## src/rtl/vga_pkg.sv

```systemverilog
// Shared types and default 640x480@60 timing for the VGA sync generator.
package vga_pkg;

   typedef enum logic [1:0] {
      ST_ACTIVE,
      ST_FRONT,
      ST_SYNC,
      ST_BACK
   } axis_state_t;

   localparam int unsigned H_ACTIVE_DEF = 640;
   localparam int unsigned H_FP_DEF     = 16;
   localparam int unsigned H_SYNC_DEF   = 96;
   localparam int unsigned H_BP_DEF     = 48;
   localparam int unsigned V_ACTIVE_DEF = 480;
   localparam int unsigned V_FP_DEF     = 10;
   localparam int unsigned V_SYNC_DEF   = 2;
   localparam int unsigned V_BP_DEF     = 33;
   localparam bit          SYNC_POL_DEF = 1'b0;

   localparam int unsigned XY_W = 10;

endpackage

```

## src/rtl/vga_sync_gen_axis.sv

```systemverilog
// One raster axis: position counter plus ACTIVE/FRONT/SYNC/BACK phase FSM.
// Next-cycle values are exported so the top can register outputs with no added latency.
module vga_axis_counter
   import vga_pkg::*;
#(
   parameter int unsigned ACTIVE = H_ACTIVE_DEF,
   parameter int unsigned FP     = H_FP_DEF,
   parameter int unsigned SYNC   = H_SYNC_DEF,
   parameter int unsigned BP     = H_BP_DEF,
   localparam int unsigned TOTAL = ACTIVE + FP + SYNC + BP,
   localparam int unsigned W     = $clog2(TOTAL)
) (
   input  logic         clk,
   input  logic         reset,
   input  logic         step,
   output logic [W-1:0] pos_next_c,
   output axis_state_t  state_next_c,
   output logic         sync_next_c,
   output logic         wrap
);

   axis_state_t  state;
   logic [W-1:0] pos;
   logic [W-1:0] phase;
   logic [W-1:0] phase_next;
   logic [W-1:0] last_phase;

   // Reset parks the axis on the last BACK count so the first step wraps to 0.
   always_ff @(posedge clk) begin
      if (!reset) begin
         state <= ST_BACK;
         pos   <= W'(TOTAL - 1);
         phase <= W'(BP - 1);
         wrap  <= 1'b1;
      end else begin
         state <= state_next_c;
         pos   <= pos_next_c;
         phase <= phase_next;
         wrap  <= (pos_next_c == W'(TOTAL - 1));
      end
   end

   always_comb begin
      state_next_c = state;
      pos_next_c   = pos;
      phase_next   = phase;
      last_phase   = W'(ACTIVE - 1);

      case (state)
         ST_ACTIVE: last_phase = W'(ACTIVE - 1);
         ST_FRONT:  last_phase = W'(FP - 1);
         ST_SYNC:   last_phase = W'(SYNC - 1);
         ST_BACK:   last_phase = W'(BP - 1);
      endcase

      if (step) begin
         pos_next_c = wrap ? '0 : pos + W'(1);
         if (phase == last_phase) begin
            phase_next = '0;
            case (state)
               ST_ACTIVE: state_next_c = ST_FRONT;
               ST_FRONT:  state_next_c = ST_SYNC;
               ST_SYNC:   state_next_c = ST_BACK;
               ST_BACK:   state_next_c = ST_ACTIVE;
            endcase
         end else begin
            phase_next = phase + W'(1);
         end
      end

      sync_next_c = (state_next_c == ST_SYNC);
   end

endmodule

```

## src/rtl/vga_sync_gen.sv

```systemverilog
// VGA pixel-timing generator: raster position, data-enable, syncs and start pulses,
// advancing on the pixel strobe in the system clock domain.
module vga_sync_gen
   import vga_pkg::*;
#(
   parameter int unsigned H_ACTIVE = H_ACTIVE_DEF,
   parameter int unsigned H_FP     = H_FP_DEF,
   parameter int unsigned H_SYNC   = H_SYNC_DEF,
   parameter int unsigned H_BP     = H_BP_DEF,
   parameter int unsigned V_ACTIVE = V_ACTIVE_DEF,
   parameter int unsigned V_FP     = V_FP_DEF,
   parameter int unsigned V_SYNC   = V_SYNC_DEF,
   parameter int unsigned V_BP     = V_BP_DEF,
   parameter bit          SYNC_POL = SYNC_POL_DEF
) (
   input  logic            clk,
   input  logic            reset,
   input  logic            pclk,
   output logic            h_sync,
   output logic            v_sync,
   output logic            de,
   output logic [XY_W-1:0] x_pixel,
   output logic [XY_W-1:0] y_pixel,
   output logic            line_start,
   output logic            frame_start
);

   localparam int unsigned H_TOTAL = H_ACTIVE + H_FP + H_SYNC + H_BP;
   localparam int unsigned V_TOTAL = V_ACTIVE + V_FP + V_SYNC + V_BP;
   localparam int unsigned HW      = $clog2(H_TOTAL);
   localparam int unsigned VW      = $clog2(V_TOTAL);

   logic [HW-1:0] h_pos_next_c;
   logic [VW-1:0] v_pos_next_c;
   axis_state_t   h_state_next_c;
   axis_state_t   v_state_next_c;
   logic          h_sync_next_c;
   logic          v_sync_next_c;
   logic          h_wrap;
   logic          v_wrap;
   logic          v_step_c;
   logic          de_c;

   assign v_step_c = pclk & h_wrap;
   assign de_c     = (h_state_next_c == ST_ACTIVE) && (v_state_next_c == ST_ACTIVE);

   vga_axis_counter #(
      .ACTIVE (H_ACTIVE),
      .FP     (H_FP),
      .SYNC   (H_SYNC),
      .BP     (H_BP)
   ) u_h_axis (
      .clk          (clk),
      .reset        (reset),
      .step         (pclk),
      .pos_next_c   (h_pos_next_c),
      .state_next_c (h_state_next_c),
      .sync_next_c  (h_sync_next_c),
      .wrap         (h_wrap)
   );

   vga_axis_counter #(
      .ACTIVE (V_ACTIVE),
      .FP     (V_FP),
      .SYNC   (V_SYNC),
      .BP     (V_BP)
   ) u_v_axis (
      .clk          (clk),
      .reset        (reset),
      .step         (v_step_c),
      .pos_next_c   (v_pos_next_c),
      .state_next_c (v_state_next_c),
      .sync_next_c  (v_sync_next_c),
      .wrap         (v_wrap)
   );

   // Outputs follow the next counter values, so they move on the same edge as the counters.
   always_ff @(posedge clk) begin
      if (!reset) begin
         h_sync      <= ~SYNC_POL;
         v_sync      <= ~SYNC_POL;
         de          <= 1'b0;
         x_pixel     <= '0;
         y_pixel     <= '0;
         line_start  <= 1'b0;
         frame_start <= 1'b0;
      end else begin
         h_sync      <= h_sync_next_c ? SYNC_POL : ~SYNC_POL;
         v_sync      <= v_sync_next_c ? SYNC_POL : ~SYNC_POL;
         de          <= de_c;
         x_pixel     <= de_c ? XY_W'(h_pos_next_c) : '0;
         y_pixel     <= de_c ? XY_W'(v_pos_next_c) : '0;
         line_start  <= pclk & h_wrap;
         frame_start <= pclk & h_wrap & v_wrap;
      end
   end

endmodule

```

## config.mk

```make
export PLATFORM = sky130hd
export DESIGN_NAME = vga_sync_gen
export DESIGN_NICKNAME = d
export VERILOG_FILES = /design/src/rtl/vga_pkg.sv /design/src/rtl/vga_sync_gen_axis.sv /design/src/rtl/vga_sync_gen.sv
export SDC_FILE = /design/constraint.sdc
export NUM_CORES = 1
export LEC_CHECK = 0
export ABC_AREA = 1
export CAP_MARGIN = 40
export CORE_MARGIN = 3
export CORE_UTILIZATION = 35
export DETAILED_ROUTE_END_ITERATION = 12
export SYNTH_ARGS = -nofsm -noshare
export SYNTH_HDL_FRONTEND = slang
export SYNTH_SLANG_ARGS = --single-unit
```

## constraint.sdc

```tcl
create_clock -name clk -period 4.02 [get_ports clk]
set_input_delay 1.206 -clock clk [delete_from_list [all_inputs] [get_ports clk]]
set_output_delay 1.206 -clock clk [all_outputs]
set_load 0.01 [all_outputs]
```

==> flow_metrics.tcl, run 1 <==
set metrics [dict create \
    path_class "in -> reg" \
    async_flop_share 0 \
    die_h_um 102.5 \
    hold_path.startpoint "u_v_axis.phase[9]" \
    synthDistinctLibCells 38 \
    synth_common_cells "nand2_1 (90), dfxtp_1 (71), inv_1 (57), nor2_1 (55), nand3_1 (30)" \
    cts_made_buffers 9 \
    setup_viol 0 \
    min_path_cells 2 \
    max_freq_ghz 0.3388 \
    io_pins 28 \
    synth_seq_cells 71 \
    dp_hpwl_um 4662 \
    ys_seq_area_frac 0.4361 \
    status "completed" \
    wl_per_cell_um 11.14 \
    viasPerCell 4.607 \
    synth_edf_count 0 \
    yosys_warnings 0 \
    grt_usage 0.1333 \
    clock_sinks 71 \
    n_antenna_cell 0 \
    worst_slew_margin_rel 0.5561 \
    ctsHtreeMaxLevel 3 \
    dp_cells 562 \
    antenna_found_initial 0 \
    period_minus_slack_ps 2951 \
    crit_path_start_kind "input port" \
    syn_area_per_cell_sq_um 7.510 \
    drt_iter0_drc 122 \
    fp.dieW_um 102.5 \
    port_buffers 27 \
    clk_pin_slew_worst_paths_ps 80 \
    ys_top_cells_by_area "dfxtp_1 (44%), nand2_1 (10%), inv_1 (6.6%), nor2_1 (6.3%), nor2_2 (4.8%)" \
    grt_max_degree 22 \
    holdPathEnd "u_v_axis.phase[9]" \
    start_util 0.3666 \
    ys.flop_type "dfxtp_1" \
    clock_latency_ps 350 \
    p_leak_nw 1.762 \
    crit-reg2reg-launch "u_h_axis.state[0]" \
    ant_nets 0 \
    tightest_slew_ps 663.4 \
    drc 0 \
    end_kind "flop" \
    fin_area_sq_um 3825 \
    synth_area_sq_um 3259 \
    place_ws_ps 693.1 \
    cts_setup_buffers 0 \
    clockBufferDepth 2 \
    die-area_sq_um 10510 \
    hold_slack_ps 483.8 \
    worstPathRequired_ps 4290 \
    final_hold_viol_count 0 \
    cts_resized 0 \
    ctsHoldBuffers 0 \
    synth_nets 447 \
    yosysMostFrequentCell "nand2_1" \
    rsz0062_at_grt "no" \
    stdcell_count 578 \
    reg2reg_depth 13 \
    first_pass_iters 5 \
    grt_pass1_wl_um 11130 \
    wl_um 6438 \
    syn_to_final_growth_pct 17.35 \
    vias 2663 \
    gr-total-overflow 0 \
    reg2reg_slack_ps 1730 \
    worst_slack_ps 1069 \
    nets 478 \
    min_period_over_period 0.7342 \
    ir_drop_mv 0.2009 \
    reg2reg_to "x_pixel[3]" \
    drv_cap 0 \
    gp_congestion 0.8768 \
    worst-path-max-fanout 21 \
    hold_path_class "reg -> reg" \
    tns_ps 0 \
    synth_cells 434 \
    synth_top_area_frac 0.4361 \
    crit_arrival_ps 3220 \
    clockRootBuffer "clkbuf_8" \
    core-area_sq_um 8891 \
    grt_pass1_vias 2493 \
    slew_violations 0 \
    drive_above_1_share 0.1340 \
    placementRows 34 \
    dpl-instance-area_sq_um 3618 \
    cts_tree "done" \
    synth.largest_area_cell "dfxtp_1" \
    power_density_nw_per_um2 431.5 \
    fin_skew_ps 11.39 \
]
kinds of logic (layout without fill, tap and decap cells):
| kind of cell | after synthesis | in the layout | share of synthesized area |
|---|---|---|---|
| simple gates | 241 | 241 | 0.3516 |
| fa+ha+maj | 10 | 10 | 0.03839 |
| compound gates | 32 | 32 | 0.05758 |
| buf+inv | 71 | 107 | 0.09213 |
| xor+xnor | 9 | 9 | 0.02419 |
| flops | 71 | 71 | 0.4361 |
how the worst max path moves through the flow:
stage / start / to / cells past startpoint
after detailed placement: pclk / x_pixel[5] / 12
final: pclk / x_pixel[3] / 12
after floorplan: pclk / x_pixel[2] / 12
after global routing: pclk / x_pixel[3] / 12
after global placement: pclk / x_pixel[3] / 12
after CTS: pclk / x_pixel[3] / 12
layout by cell type, fill, tap and decap left out, types with 10 or more instances in the layout:
| cell | netlist | final |
|---|---|---|
| nand3_1 | 30 | 30 |
| nand2_1 | 90 | 90 |
| ha_1 | 10 | 10 |
| dfxtp_1 | 71 | 71 |
| nor2_1 | 55 | 55 |
| nand4_1 | 12 | 12 |
| inv_1 | 57 | 57 |
| clkdlybuf4s50_1 | 0 | 27 |
| clkbuf_8 | 0 | 10 |
| nor2_2 | 25 | 25 |
cell type report:
cell class	instances	area, sq um
tap	108	135.1
inverter	61	231.5
sequential	71	1421
fill	885	5066
clock buffer	10	137.6
timing repair buffer	30	292.8
clock inverter	6	68.82
multi-input combinational	292	1538
registers in the layout, indices dropped and copies added (netlist names), 2 cells and up:
signal and count:
u_h_axis.phase 10, u_h_axis.pos 10, u_v_axis.phase 10, u_v_axis.pos 10
x_pixel 10, y_pixel 10, u_h_axis.state 2, u_v_axis.state 2
metrics by stage:
stage / utilization / total power [mW]
floorplan: - / 1.013
global placement: 0.4070 / 1.077
detailed placement: 0.4070 / 1.080
CTS: 0.4302 / 1.669
global route: 0.4302 / 1.741
finish: 0.4302 / 1.650
critical path, cell delays in order:
cell             delay [ps]
clkdlybuf4s50_1         450
buf_4                   200
nand2_2                  70
nor2_2                   90
o21ai_2                  70
nor2_4                  140
nand3_2                 120
nand2_1                 100
nand2_1                  80
nor2_2                   90
nand2_2                 380
nor2_1                  210
where the power goes:
part	switching (mW)	internal [mW]
clock	0.280	0.307
combinational	0.180	0.101
sequential	0.0386	0.745
routing by layer:
metal	GRT usage	vias to the layer above	wire length, um
li1	-	1424	-
met2	0.2085	35	2897
met1	0.1779	1195	3172
met3	0.02436	9	249
met4	0.06256	0	119
met5	0	-	0
(Power assumes the default switching activity.)
==> inputs of run 2 (changes only) <==
==> constraint.sdc (replaced) <==
create_clock -name clk -period 2.7 [get_ports clk]
set_input_delay 0.81 -clock clk [delete_from_list [all_inputs] [get_ports clk]]
set_output_delay 0.81 -clock clk [all_outputs]
set_load 0.01 [all_outputs]
==> run 2 against run 1 <==
Net effect:
- combinational power grew 54%
- non-clock buffer count is 7 higher
- utilization increased by 1.1 points
- via count rose by 3.5%
- sequential power rose by 49%
- critical path type unchanged
- first-iteration DRC count is 38% higher
- worst setup slack worse by 660 ps
==> flow_metrics.tcl, run 2 (synthesized netlist as in run 1, its figures left out) <==
set metrics [dict create \
    grt_pass1_wl_um 11020 \
    wl_um 6513 \
    clockBufferDepth 2 \
    vias 2755 \
    tns_ps 0 \
    io_pins 28 \
    ctsHtreeMaxLevel 3 \
    drt_iter0_drc 168 \
    fillers 895 \
    mostFrequentLayoutCells "nand2_1 (90), dfxtp_1 (71), inv_1 (57), nor2_1 (55), nand3_1 (30)" \
    drv_cap 0 \
    port_buffers 27 \
    clk_pin_slew_worst_paths_ps 70 \
    clock_latency_ps 340 \
    grt_max_degree 20 \
    p_switching_mw 0.7314 \
    core-area_sq_um 8891 \
    period_minus_slack_ps 2288 \
    tightest_slew_ps 433.5 \
    gp_congestion 0.8003 \
    ir_drop_mv 0.2632 \
    ant_nets 0 \
    hold_path_class "reg -> reg" \
    start_util 0.3666 \
    dp_hpwl_um 4871 \
    drc 0 \
    dpl-instance-area_sq_um 3696 \
    first_pass_iters 4 \
    max_freq_ghz 0.4371 \
    cts_setup_buffers 0 \
    worst_slew_margin_rel 0.7101 \
    drive_above_1_share 0.1447 \
    post-route-util 0.4408 \
    min_period_over_period 0.8473 \
    multiInputGateArea_sq_um 1538 \
    die-area_sq_um 10510 \
    cts_made_buffers 9 \
    power_mw 2.546 \
    p_clk_frac 0.372 \
    ctsHoldBuffers 0 \
    power_density_nw_per_um2 649.7 \
    status "completed" \
    power_frac_comb 0.169 \
    gr-total-overflow 0 \
    rsz0062_at_grt "no" \
    fin_area_sq_um 3919 \
    setup_viol 0 \
    seqCellArea_sq_um 1421 \
    syn_to_final_growth_pct 20.23 \
    worstPathRequired_ps 2990 \
    nets 485 \
    crit_path_start_kind "input port" \
    cts_tree "done" \
    wl_per_cell_um 11.13 \
    intPower_mw 1.815 \
    grt_pass1_vias 2458 \
    switching_share 0.2873 \
    seqPwrFrac 0.459 \
    crit_arrival_ps 2570 \
    final_common_cell "nand2_1" \
    viasPerCell 4.709 \
    n_antenna_cell 0 \
    cts_resized 0 \
    grt_usage 0.1328 \
    die_h_um 102.5 \
    p_leak_nw 1.813 \
    worst-path-max-fanout 15 \
    placementRows 34 \
    fin_skew_ps 8.953 \
    clockRootBuffer "clkbuf_8" \
    path_class "in -> reg" \
    final_hold_viol_count 0 \
    slew_violations 0 \
    clock_sinks 71 \
    antenna_found_initial 0 \
    fp.dieW_um 102.5 \
    end_kind "flop" \
]
==> run 2: changes by cell type in the layout (fill, tap and decap cells not counted) <==
cell	before	now
buf_12	0	2
buf_4	3	8
bufinv_16	1	2
clkbuf_1	0	1
clkinv_4	2	1
inv_6	1	0
==> run 2: metal layers <==
metal	vias to the layer above	GRT usage	part of all wire
met5	-	0	0
met4	0	0.06357	0.022
met3	13	0.03045	0.044
met2	59	0.2016	0.44
met1	1247	0.1786	0.49
li1	1436	-	-
==> run 2: worst paths after layout <==
check,cells after the start,startpoint,endpoint,slack (ps)
setup reg to reg,14,u_h_axis.state[0],x_pixel[7],630
hold / removal,2,u_v_axis.phase[9],u_v_axis.phase[9],480
hold reg to reg,2,u_v_axis.phase[9],u_v_axis.phase[9],480
setup / recovery,10,pclk,u_h_axis.wrap,410
==> run 2: critical path, stage by stage <==
cell,delay [ps]
clkdlybuf4s50_1,510
buf_4,210
nand3_1,110
nor2_1,230
nand2_1,140
o21ai_1,140
nand3_1,150
nor2_1,130
nand3_1,80
nand2_1,50
==> run 2: area by class of cell <==
cell class,instances,share of cell area
Multi-Input combinational cell,292,0.3924
Timing Repair Buffer,37,0.09451
Clock buffer,11,0.03608
Inverter,61,0.05907
Clock inverter,5,0.02075
Tap cell,108,0.03448
Sequential cell,71,0.3627
==> run 2: stage by stage <==
| stage | hold slack [ps] | worst slack, ps | instances |
|---|---|---|---|
| finish | 484.0 | 412.2 | 585 |
| global route | 531.9 | 202.3 | 585 |
| CTS | 490.5 | 401.3 | 585 |
| detailed placement | 479.0 | 48.04 | 569 |
| global placement | 472.3 | 53.43 | 569 |
| floorplan | 454.6 | 754.5 | 434 |
==> run 2: power by group through the flow <==
stage               clock (mW)  sequential [mW]  combinational (mW)
floorplan                    0             1.18               0.328
global placement             0             1.19               0.427
detailed placement           0             1.19               0.431
CTS                      0.963             1.17               0.434
global route              1.00             1.18               0.490
finish                   0.947             1.17               0.430
==> inputs of run 3 (changes only) <==
==> constraint.sdc (replaced) <==
create_clock -name clk -period 2.3 [get_ports clk]
set_input_delay 0.69 -clock clk [delete_from_list [all_inputs] [get_ports clk]]
set_output_delay 0.69 -clock clk [all_outputs]
set_load 0.01 [all_outputs]
==> run 3 against run 2 <==
Net effect:
- flip-flop and latch count unchanged
- hold slack better by 32 ps
- sequential power is 17% higher
- wire length grew 2.5%
- die area unchanged
- final area up 6.6%
- worst setup slack got worse by 210 ps
- clock skew increased by 2.9 ps
- sequential share of layout area shrank 2.2 points
- clock power up 17%
- power up 20%
- register-to-register slack worse by 390 ps
- critical path type unchanged
- critical endpoint is now x_pixel[9]
- largest cell class unchanged
- highest routed layer unchanged
==> flow_metrics.tcl, run 3 (synthesized netlist as in run 1, its figures left out) <==
set metrics [dict create \
    grt_usage 0.1407 \
    placementRows 34 \
    worst_slew_margin_rel 0.7488 \
    mostFrequentLayoutCells "nand2_1 (90), dfxtp_1 (71), inv_1 (57), nor2_1 (54), buf_4 (42)" \
    clockRootBuffer "clkbuf_8" \
    path_class "in -> reg" \
    post-route-util 0.4697 \
    cts_resized 0 \
    tightest_slew_ps 375.4 \
    first_pass_iters 5 \
    wl_per_cell_um 10.79 \
    period_minus_slack_ps 2103 \
    ir_drop_mv 0.3690 \
    grt_max_degree 19 \
    die_h_um 102.5 \
    die-area_sq_um 10510 \
    cts_made_buffers 9 \
    dp_cells 603 \
    worstPathRequired_ps 2580 \
    nets 519 \
    clockBufferDepth 2 \
    drt_iter0_drc 140 \
    n_antenna_cell 0 \
    cts_tree "done" \
    dpl-instance-area_sq_um 3951 \
    clk_pin_slew_worst_paths_ps 80 \
    ant_nets 0 \
    antenna_found_initial 0 \
    clock_latency_ps 340 \
    power_mw 3.060 \
    critPathTopFamily "simple AND/OR/NAND/NOR gates" \
    port_buffers 27 \
    grt_pass1_wl_um 11740 \
    crit_path_start_kind "input port" \
    core-area_sq_um 8891 \
    p_leak_nw 1.970 \
    status "completed" \
    final_common_cell "nand2_1" \
    drc 0 \
    syn_to_final_growth_pct 28.14 \
    io_pins 28 \
    start_util 0.3666 \
    worst-path-max-fanout 18 \
    wl_um 6678 \
    fin_area_sq_um 4177 \
    setup_viol 0 \
    cp_slowest_stage_delay_ps 530 \
    ctsHtreeMaxLevel 3 \
    grt_pass1_vias 2681 \
    hold_path_class "reg -> reg" \
    power_density_nw_per_um2 732.7 \
    fp.dieW_um 102.5 \
    fin_skew_ps 11.81 \
    gp_congestion 0.8358 \
    crit_chain "clkdlybuf4s50_1 > nand2_2 > nor2_2 > o21ai_2 > nor2_4 > nand3_2 > nand2_1 > nand2_1 > nor2_2 > nand2_2 > buf_12 > nor2_2" \
    critical_path_buf_inv_count 2 \
    max_freq_ghz 0.4756 \
    place_ws_ps -173.4 \
    stdcell_count 619 \
    vias 2840 \
    final_hold_viol_count 0 \
    end_kind "flop" \
    drv_cap 0 \
    min_period_over_period 0.9142 \
    dp_hpwl_um 5056 \
    path_common_cell "nor2_2" \
    ctsHoldBuffers 0 \
    reg2reg_slack_ps 240 \
    rsz0062_at_grt "no" \
    worst_slack_ps 197.4 \
    clock_sinks 71 \
    cts_setup_buffers 0 \
    gr-total-overflow 0 \
    slew_violations 0 \
    cp_slowest_cell "clkdlybuf4s50_1" \
    crit_arrival_ps 2380 \
    viasPerCell 4.588 \
    drive_above_1_share 0.2035 \
]
run 3: changes by cell type in the layout (fill, tap and decap cells not counted), sizes merged:
cell / change
buf: +34
run 3: area by class of cell:
type / instances / area, sq um
fillers: 846 / 4715
multi-input cells: 292 / 1540
flip-flops and latches: 71 / 1421
repair buffers: 71 / 625.6
inverters: 61 / 231.5
clock buffers: 11 / 141.4
well taps: 108 / 135.1
clock inverters: 5 / 81.33
run 3: stage by stage:
stage	setup TNS, ps	hold slack [ps]
4_1_cts	0	512.6
3_3_place_gp	-2460	489.7
2_1_floorplan	0	454.6
5_1_grt	0	553.3
3_5_place_dp	-4144	501.1
6_report	0	516.0
run 3: per-layer routing:
layer	track usage	vias up	wire length [um]
met4	0.06458	0	134
met1	0.1843	1273	3336
met2	0.2219	50	2970
li1	-	1506	-
met5	0	-	0
met3	0.03045	11	237
run 3: path summary, 6_finish.rpt:
check,startpoint,to,depth (start not counted)
min,u_v_axis.phase[9],u_v_axis.phase[9],2
max,pclk,x_pixel[9],12
max reg2reg,u_h_axis.state[0],x_pixel[9],14
min reg2reg,u_v_axis.phase[9],u_v_axis.phase[9],2
run 3: where the power goes:
| part | switching [mW] | internal (mW) |
|---|---|---|
| sequential | 0.0701 | 1.30 |
| clock | 0.472 | 0.641 |
| combinational | 0.328 | 0.247 |
| total | 0.869 | 2.19 |
run 3: tightest hold or removal path: cells and delay by family, from the launching register on:
family | cells | cell delay, ps
buf+inv | 1 | 70
compound gates | 1 | 60
flops | 1 | 340
